## src/rtl/adsb_pkg.sv

```systemverilog
// rtl/adsb_pkg.sv - shared constants, config record and demodulator state type
package adsb_pkg;

    localparam logic [15:0] ADSB_MAGIC      = 16'hAD5B;
    localparam logic [7:0]  ADSB_MODULE_ID  = 8'h01;
    localparam logic [7:0]  ADSB_MSG_CONFIG = 8'h01;
    localparam logic [7:0]  ADSB_MSG_REPORT = 8'h02;

    localparam int ADSB_CONFIG_WIDTH = 64;
    localparam int ADSB_PREAMBLE_LEN = 16;
    localparam int ADSB_MSG_BITS     = 112;
    localparam int ADSB_REPORT_WORDS = 6;

    localparam logic [31:0] ADSB_CONFIG_HDR = {ADSB_MAGIC, ADSB_MODULE_ID, ADSB_MSG_CONFIG};
    localparam logic [31:0] ADSB_REPORT_HDR = {ADSB_MAGIC, ADSB_MODULE_ID, ADSB_MSG_REPORT};

    typedef struct packed {
        logic [15:0] threshold;
    } adsb_config_t;

    typedef enum logic [1:0] {
        IDLE,
        SEARCH,
        DATA
    } adsb_state_t;

endpackage

```

## src/rtl/adsb_preamble_detector.sv

```systemverilog
// rtl/adsb_preamble_detector.sv - 16-tap magnitude window with PPM preamble compare
module adsb_preamble_detector
    import adsb_pkg::*;
#(
    parameter int MAG_WIDTH = 15
) (
    input  logic                 Clk,
    input  logic                 Rst_n,
    input  logic                 Mag_valid,
    input  logic [MAG_WIDTH-1:0] Mag,
    input  logic                 Enable,
    input  logic [15:0]          Threshold,
    output logic                 Detect
);

    localparam int CW = (MAG_WIDTH > 16) ? MAG_WIDTH : 16;

    logic [MAG_WIDTH-1:0] win [ADSB_PREAMBLE_LEN];
    logic [MAG_WIDTH-1:0] nxt [ADSB_PREAMBLE_LEN];
    logic [MAG_WIDTH-1:0] pulse_min;
    logic [MAG_WIDTH-1:0] gap_max;

    // Compare against the window as it will be after this sample shifts in,
    // so the detect lines up with the last preamble sample and the first
    // data sample is never missed.
    always_comb begin
        for (int i = 0; i < ADSB_PREAMBLE_LEN - 1; i++) begin
            nxt[i] = win[i+1];
        end
        nxt[ADSB_PREAMBLE_LEN-1] = Mag;

        pulse_min = nxt[0];
        if (nxt[2] < pulse_min) pulse_min = nxt[2];
        if (nxt[7] < pulse_min) pulse_min = nxt[7];
        if (nxt[9] < pulse_min) pulse_min = nxt[9];

        gap_max = nxt[1];
        if (nxt[3] > gap_max) gap_max = nxt[3];
        if (nxt[4] > gap_max) gap_max = nxt[4];
        if (nxt[5] > gap_max) gap_max = nxt[5];
        if (nxt[6] > gap_max) gap_max = nxt[6];
        if (nxt[8] > gap_max) gap_max = nxt[8];
    end

    assign Detect = Mag_valid && Enable && (Threshold != 16'd0)
                 && (CW'(pulse_min) >= CW'(Threshold))
                 && (pulse_min > gap_max);

    always_ff @(posedge Clk or negedge Rst_n) begin
        if (!Rst_n) begin
            for (int i = 0; i < ADSB_PREAMBLE_LEN; i++) begin
                win[i] <= '0;
            end
        end else if (Mag_valid) begin
            for (int i = 0; i < ADSB_PREAMBLE_LEN; i++) begin
                win[i] <= nxt[i];
            end
        end
    end

endmodule

```

## src/rtl/adsb_demodulator.sv

```systemverilog
// rtl/adsb_demodulator.sv - ADS-B PPM demodulator with stream config and report frames
module adsb_demodulator
    import adsb_pkg::*;
#(
    parameter int AXI_DATA_WIDTH = 32,
    parameter int IQ_WIDTH       = 14
) (
    input  logic                       Clk,
    input  logic                       Rst_n,
    input  logic                       Adc_valid,
    input  logic signed [IQ_WIDTH-1:0] Adc_data_i,
    input  logic signed [IQ_WIDTH-1:0] Adc_data_q,
    output logic                       S_axis_ready,
    input  logic                       S_axis_valid,
    input  logic [AXI_DATA_WIDTH-1:0]  S_axis_data,
    input  logic                       S_axis_last,
    input  logic                       M_axis_ready,
    output logic                       M_axis_valid,
    output logic [AXI_DATA_WIDTH-1:0]  M_axis_data,
    output logic                       M_axis_last
);

    localparam int MW       = IQ_WIDTH + 1;
    localparam int LAST_SMP = 2 * ADSB_MSG_BITS - 1;

    typedef enum logic [1:0] {
        CFG_HDR,
        CFG_BODY,
        CFG_SKIP
    } cfg_state_t;

    function automatic logic [MW-1:0] abs_iq(input logic signed [IQ_WIDTH-1:0] x);
        logic signed [MW-1:0] e;
        e = {x[IQ_WIDTH-1], x};
        if (e[MW-1]) e = -e;
        return e;
    endfunction

    function automatic logic [31:0] report_word(input logic [2:0] idx, input logic [31:0] ts,
                                               input logic [ADSB_MSG_BITS-1:0] msg);
        case (idx)
            3'd0:    return ADSB_REPORT_HDR;
            3'd1:    return ts;
            3'd2:    return msg[111:80];
            3'd3:    return msg[79:48];
            3'd4:    return msg[47:16];
            default: return {msg[15:0], 16'h0000};
        endcase
    endfunction

    adsb_config_t              cfg;
    cfg_state_t                cfg_state;
    adsb_state_t               state;
    logic [MW-1:0]             mag;
    logic                      mag_valid;
    logic [31:0]               timestamp;
    logic [31:0]               mag_ts;
    logic                      detect;
    logic [7:0]                samp_cnt;
    logic [MW-1:0]             first_mag;
    logic [ADSB_MSG_BITS-1:0]  shreg;
    logic [31:0]               det_ts;
    logic                      msg_done;
    logic [ADSB_MSG_BITS-1:0]  msg_full;
    logic [2:0]                rep_idx;
    logic [31:0]               rep_ts;
    logic [ADSB_MSG_BITS-1:0]  rep_msg;

    always_ff @(posedge Clk or negedge Rst_n) begin
        if (!Rst_n) begin
            mag       <= '0;
            mag_valid <= 1'b0;
            mag_ts    <= '0;
            timestamp <= '0;
        end else begin
            mag_valid <= Adc_valid;
            if (Adc_valid) begin
                mag       <= abs_iq(Adc_data_i) + abs_iq(Adc_data_q);
                mag_ts    <= timestamp;
                timestamp <= timestamp + 32'd1;
            end
        end
    end

    always_ff @(posedge Clk or negedge Rst_n) begin
        if (!Rst_n) begin
            S_axis_ready <= 1'b0;
            cfg_state    <= CFG_HDR;
            cfg          <= '0;
        end else begin
            S_axis_ready <= 1'b1;
            if (S_axis_valid && S_axis_ready) begin
                case (cfg_state)
                    CFG_HDR: begin
                        if (!S_axis_last)
                            cfg_state <= (S_axis_data == ADSB_CONFIG_HDR) ? CFG_BODY : CFG_SKIP;
                    end
                    CFG_BODY: begin
                        cfg.threshold <= S_axis_data[15:0];
                        cfg_state     <= S_axis_last ? CFG_HDR : CFG_SKIP;
                    end
                    default: begin
                        if (S_axis_last) cfg_state <= CFG_HDR;
                    end
                endcase
            end
        end
    end

    adsb_preamble_detector #(
        .MAG_WIDTH (MW)
    ) u_preamble (
        .Clk       (Clk),
        .Rst_n     (Rst_n),
        .Mag_valid (mag_valid),
        .Mag       (mag),
        .Enable    (state == SEARCH),
        .Threshold (cfg.threshold),
        .Detect    (detect)
    );

    assign msg_done = (state == DATA) && mag_valid && (samp_cnt == 8'(LAST_SMP));
    assign msg_full = {shreg[ADSB_MSG_BITS-2:0], (first_mag > mag)};

    always_ff @(posedge Clk or negedge Rst_n) begin
        if (!Rst_n) begin
            state     <= IDLE;
            samp_cnt  <= '0;
            first_mag <= '0;
            shreg     <= '0;
            det_ts    <= '0;
        end else begin
            case (state)
                IDLE: begin
                    if (cfg.threshold != 16'd0) state <= SEARCH;
                end
                SEARCH: begin
                    if (cfg.threshold == 16'd0) begin
                        state <= IDLE;
                    end else if (detect) begin
                        det_ts   <= mag_ts - 32'(ADSB_PREAMBLE_LEN - 1);
                        samp_cnt <= '0;
                        state    <= DATA;
                    end
                end
                default: begin
                    if (mag_valid) begin
                        samp_cnt <= samp_cnt + 8'd1;
                        if (!samp_cnt[0]) first_mag <= mag;
                        else              shreg     <= msg_full;
                        if (msg_done) state <= (cfg.threshold != 16'd0) ? SEARCH : IDLE;
                    end
                end
            endcase
        end
    end

    // Single-entry report buffer: a message finishing while it is occupied is lost.
    always_ff @(posedge Clk or negedge Rst_n) begin
        if (!Rst_n) begin
            M_axis_valid <= 1'b0;
            M_axis_data  <= '0;
            M_axis_last  <= 1'b0;
            rep_idx      <= '0;
            rep_ts       <= '0;
            rep_msg      <= '0;
        end else if (!M_axis_valid) begin
            if (msg_done) begin
                rep_msg      <= msg_full;
                rep_ts       <= det_ts;
                rep_idx      <= '0;
                M_axis_valid <= 1'b1;
                M_axis_data  <= ADSB_REPORT_HDR;
                M_axis_last  <= 1'b0;
            end
        end else if (M_axis_ready) begin
            if (rep_idx == 3'(ADSB_REPORT_WORDS - 1)) begin
                M_axis_valid <= 1'b0;
                M_axis_data  <= '0;
                M_axis_last  <= 1'b0;
            end else begin
                rep_idx     <= rep_idx + 3'd1;
                M_axis_data <= report_word(rep_idx + 3'd1, rep_ts, rep_msg);
                M_axis_last <= (rep_idx == 3'(ADSB_REPORT_WORDS - 2));
            end
        end
    end

endmodule

```

## config.mk

```make
export PLATFORM = sky130hd
export DESIGN_NAME = adsb_demodulator
export DESIGN_NICKNAME = d
export VERILOG_FILES = /design/src/rtl/adsb_pkg.sv /design/src/rtl/adsb_preamble_detector.sv /design/src/rtl/adsb_demodulator.sv
export SDC_FILE = /design/constraint.sdc
export NUM_CORES = 1
export LEC_CHECK = 0
export BUFFER_PORTS_ARGS = -buffer_cell sky130_fd_sc_hd__buf_2
export CAP_MARGIN = 20
export CORE_ASPECT_RATIO = 0.9
export CORE_UTILIZATION = 57
export DETAILED_ROUTE_END_ITERATION = 10
export PLACE_DENSITY = 0.77
export REMOVE_ABC_BUFFERS = 1
export SLEW_MARGIN = 10
export SYNTH_ARGS = -nofsm -noshare
export SYNTH_HDL_FRONTEND = slang
export SYNTH_SLANG_ARGS = --single-unit
```

## constraint.sdc

```tcl
create_clock -name Clk -period 14.7 [get_ports Clk]
set_clock_uncertainty 0.15 [all_clocks]
set_input_delay 2.94 -clock Clk [delete_from_list [all_inputs] [get_ports Clk]]
set_output_delay 2.94 -clock Clk [all_outputs]
set_load 0.1 [all_outputs]
```

==> flow_summary.toml <==
[setup_path]
cp_common_cell = "o21a_1"
crit_path_start_kind = "flip-flop"
required_ns = 15.06
slowest_stage = "or3_4"
cp_max_fo = 13
cp-end-kind = "flip-flop"
crit_arrival_ns = 14.25
max_stage_delay_ns = 0.47
critPathKind = "reg -> reg"

[timing]
setup_violations = 0
tightest_slew_ns = 1.02
finalCriticalPeriod_ns = 13.89
final_max_slew_viol_count = 0
hold_violations = 0
setup-tns-final_ns = 0
max_freq_mhz = 72.0
worst_slack_ns = 0.806
relSlewSlack_pct = 32.1
timing.final.crit_share_pct = 94.5

[grt]
grt_pass1_wl_um = 127000
grt_max_degree = 177
grt_overflow = 0
grtUsageTotal_pct = 26.3
grt_pass1_vias = 24105
grt_antenna_before_repair = 0

[die]
die_h_um = 232
die_w_um = 258
io_pins = 101
start_util_pct = 57.6
die_area_sq_um = 59900
core_area_sq_um = 58300
fp-row-count = 84

[synthesis]
synth_xor_area_share_pct = 2.95
synthMuxAreaShare_pct = 12.7
synth_top_family_by_area = "simple AND/OR/NAND/NOR gates"
yosys_most_used_dff = "dfrtp_1"
syn_area_sq_um = 33600
yosys_warnings = 0
ys_seq_area_share_pct = 50.2
ys_types = 82
synth-async-reset-ratio_pct = 100
synth-simple-area-share_pct = 13.7
synth_seq_cells = 673
synthAdderAreaFrac_pct = 6.50
syn_avg_cell_area_sq_um = 10.3
synthCells = 3251
synth_edf_count = 0
synth-compound-area-share_pct = 10.3

[placed_design]
postPlaceCellArea_sq_um = 34800
io_buffers = 100
globalplace.congestion = 0.924
place_ws_ns = 0.227
hpwl_um = 53500
dp_cells = 4001

[detailed_routing]
drc = 0
drt_wl_total_um = 78400
viasPerCell = 5.84
wire_per_inst_um = 19.0
firstDrtPassIters = 5
drt_iter0_drc = 1656
drtAntennaViolNets = 0
vias = 24157

[finish]
final-instance-count-excl-fill = 4139
multi_input_area_sq_um = 15700
drive_gt1_share_pct = 19.3
area_delta_synth_final_pct = 12.0
seqCellArea_sq_um = 16800
finish.instance_area_sq_um = 37600
num_antenna_cells = 0
num-fill-cells = 4431
nNetsFinal = 3550
fin_util_pct = 64.4

[clock_network]
tritoncts = "yes"
h-tree-depth = 3
hold_buffers = 0
clk_pin_slew_worst_paths_ns = 0.06
cts.sinks = 673
clk_path_buf_depth = 3
cts_buffers = 70
cts_root_buffer = "clkbuf_16"
clk_latency_ns = 0.63

[status]
outcome = "finished, final reports clean"

[run]
maxCapViolCount = 0

[power]
p_per_area_nw_per_um2 = 270
power.leakage_uw = 0.0184
peakVddDrop_uv = 228

[worst_hold_path]
timing.hold.worst.class = "reg -> reg"
-- final timing paths --
path / startpoint / to / slack, ns / cells past startpoint
setup / recovery: u_preamble.nxt[215] / det_ts[1] / 0.81 / 71
min in group asynchronous: Rst_n / M_axis_data[27] / 2.17 / 1
hold / removal: rep_msg[27] / rep_msg[27] / 0.32 / 2
setup reg to reg: u_preamble.nxt[215] / det_ts[1] / 0.81 / 71
hold reg to reg: rep_msg[27] / rep_msg[27] / 0.32 / 2
max in group asynchronous: Rst_n / u_preamble.nxt[69] / 9.19 / 4
-- per-stage QoR --
step	power, uW	hold WS (ns)
floorplan	6240	0.283
global placement	7730	0.299
detailed placement	7880	0.306
CTS	9850	0.319
global route	10800	0.327
finish	10100	0.315
-- cells in the final DEF, fill, tap and decap left out, types with 16 or more instances in the layout --
master and instances:
nor2_1 69, mux2i_1 43, nand2_1 704, a21o_1 34, a22oi_1 35, nor4_1 16, xnor2_1 81, o21ai_0 209
buf_4 37, nand2b_1 16, mux2_2 336, nand4_1 29, dfrtp_1 672, buf_2 100, nor2b_1 20, a211oi_1 18
xor2_1 32, a22o_1 25, nor3_1 51, clkbuf_16 70, a21oi_1 95, ha_1 171, o21a_1 19, nand3_1 47
inv_1 153
-- worst max-delay path: cells and delay by family (launching register included) --
family,cells,cell delay (ns)
AO/OA/AOI/OAI,28,4.61
adder cells (fa/ha/maj),6,1.77
buffers and inverters,8,1.06
flip-flops,1,0.42
multiplexers,3,0.84
AND/OR/NAND/NOR,26,4.86
-- registers in the layout, summed over array words and instances (netlist names), 16 cells and up --
name / cells
u_preamble.nxt: 225
rep_msg: 112
shreg: 111
M_axis_data: 32
det_ts: 32
mag_ts: 32
rep_ts: 32
timestamp: 32
cfg: 16
-- report_power, final --
group          total (uW)  internal, uW  switching (uW)  leakage, uW
Clock                1920          1150             777      0.00123
Sequential           2430          2120             306      0.00904
Combinational        5780          2450            3330      0.00813
Total               10100          5730            4410       0.0184
-- synthesized netlist by cell type (all sizes together) (18+ instances only) --
master  count  area [sq um]
a211oi     21           173
a21o       34           255
a21oi     100           531
a22o       25           219
a22oi      35           263
buf        29           146
clkbuf    129           484
dfrtp     673         16800
ha        171          2140
inv       153           574
mux2      337          3790
mux2i      48           484
nand2     705          2650
nand3      48           245
nand4      31           206
nor2       70           263
nor2b      21           131
nor3       54           282
nor4       18           143
o21a       19           143
o21ai     225          1130
xnor2      81           709
xor2       32           280
-- logic make-up (layout without fill, tap and decap cells) --
| family | Yosys count | count (layout) |
|---|---|---|
| AO/OA/AOI/OAI | 550 | 551 |
| XOR/XNOR | 113 | 113 |
| adder cells (fa/ha/maj) | 174 | 174 |
| buffers and inverters | 311 | 424 |
| flip-flops | 673 | 673 |
| multiplexers | 385 | 385 |
| other | 1 | 1 |
| AND/OR/NAND/NOR | 1044 | 1044 |
-- what timing repair did --
action	4_1_cts	5_1_grt
buffers inserted	0	9
resized for setup	0	28
endpoints found under the setup margin	0	42
-- metal layers --
layer / share of wire [%] / vias to the layer above / wire (um) / global-route usage (%)
met5: 0 / - / 0 / 0
met4: 2.7 / 0 / 2120 / 7.90
met3: 3.7 / 141 / 2930 / 3.72
met2: 48 / 521 / 37600 / 42.4
met1: 46 / 12130 / 35800 / 37.0
li1: - / 11365 / - / -
-- cell type report --
cell class / instances / area share, %
flip-flops and latches: 673 / 44.8
clock buffers: 94 / 5.30
well taps: 774 / 2.58
inverters: 153 / 1.53
repair buffers: 146 / 2.53
clock inverters: 31 / 1.52
multi-input cells: 2268 / 41.7
(Power assumes the default switching activity.)
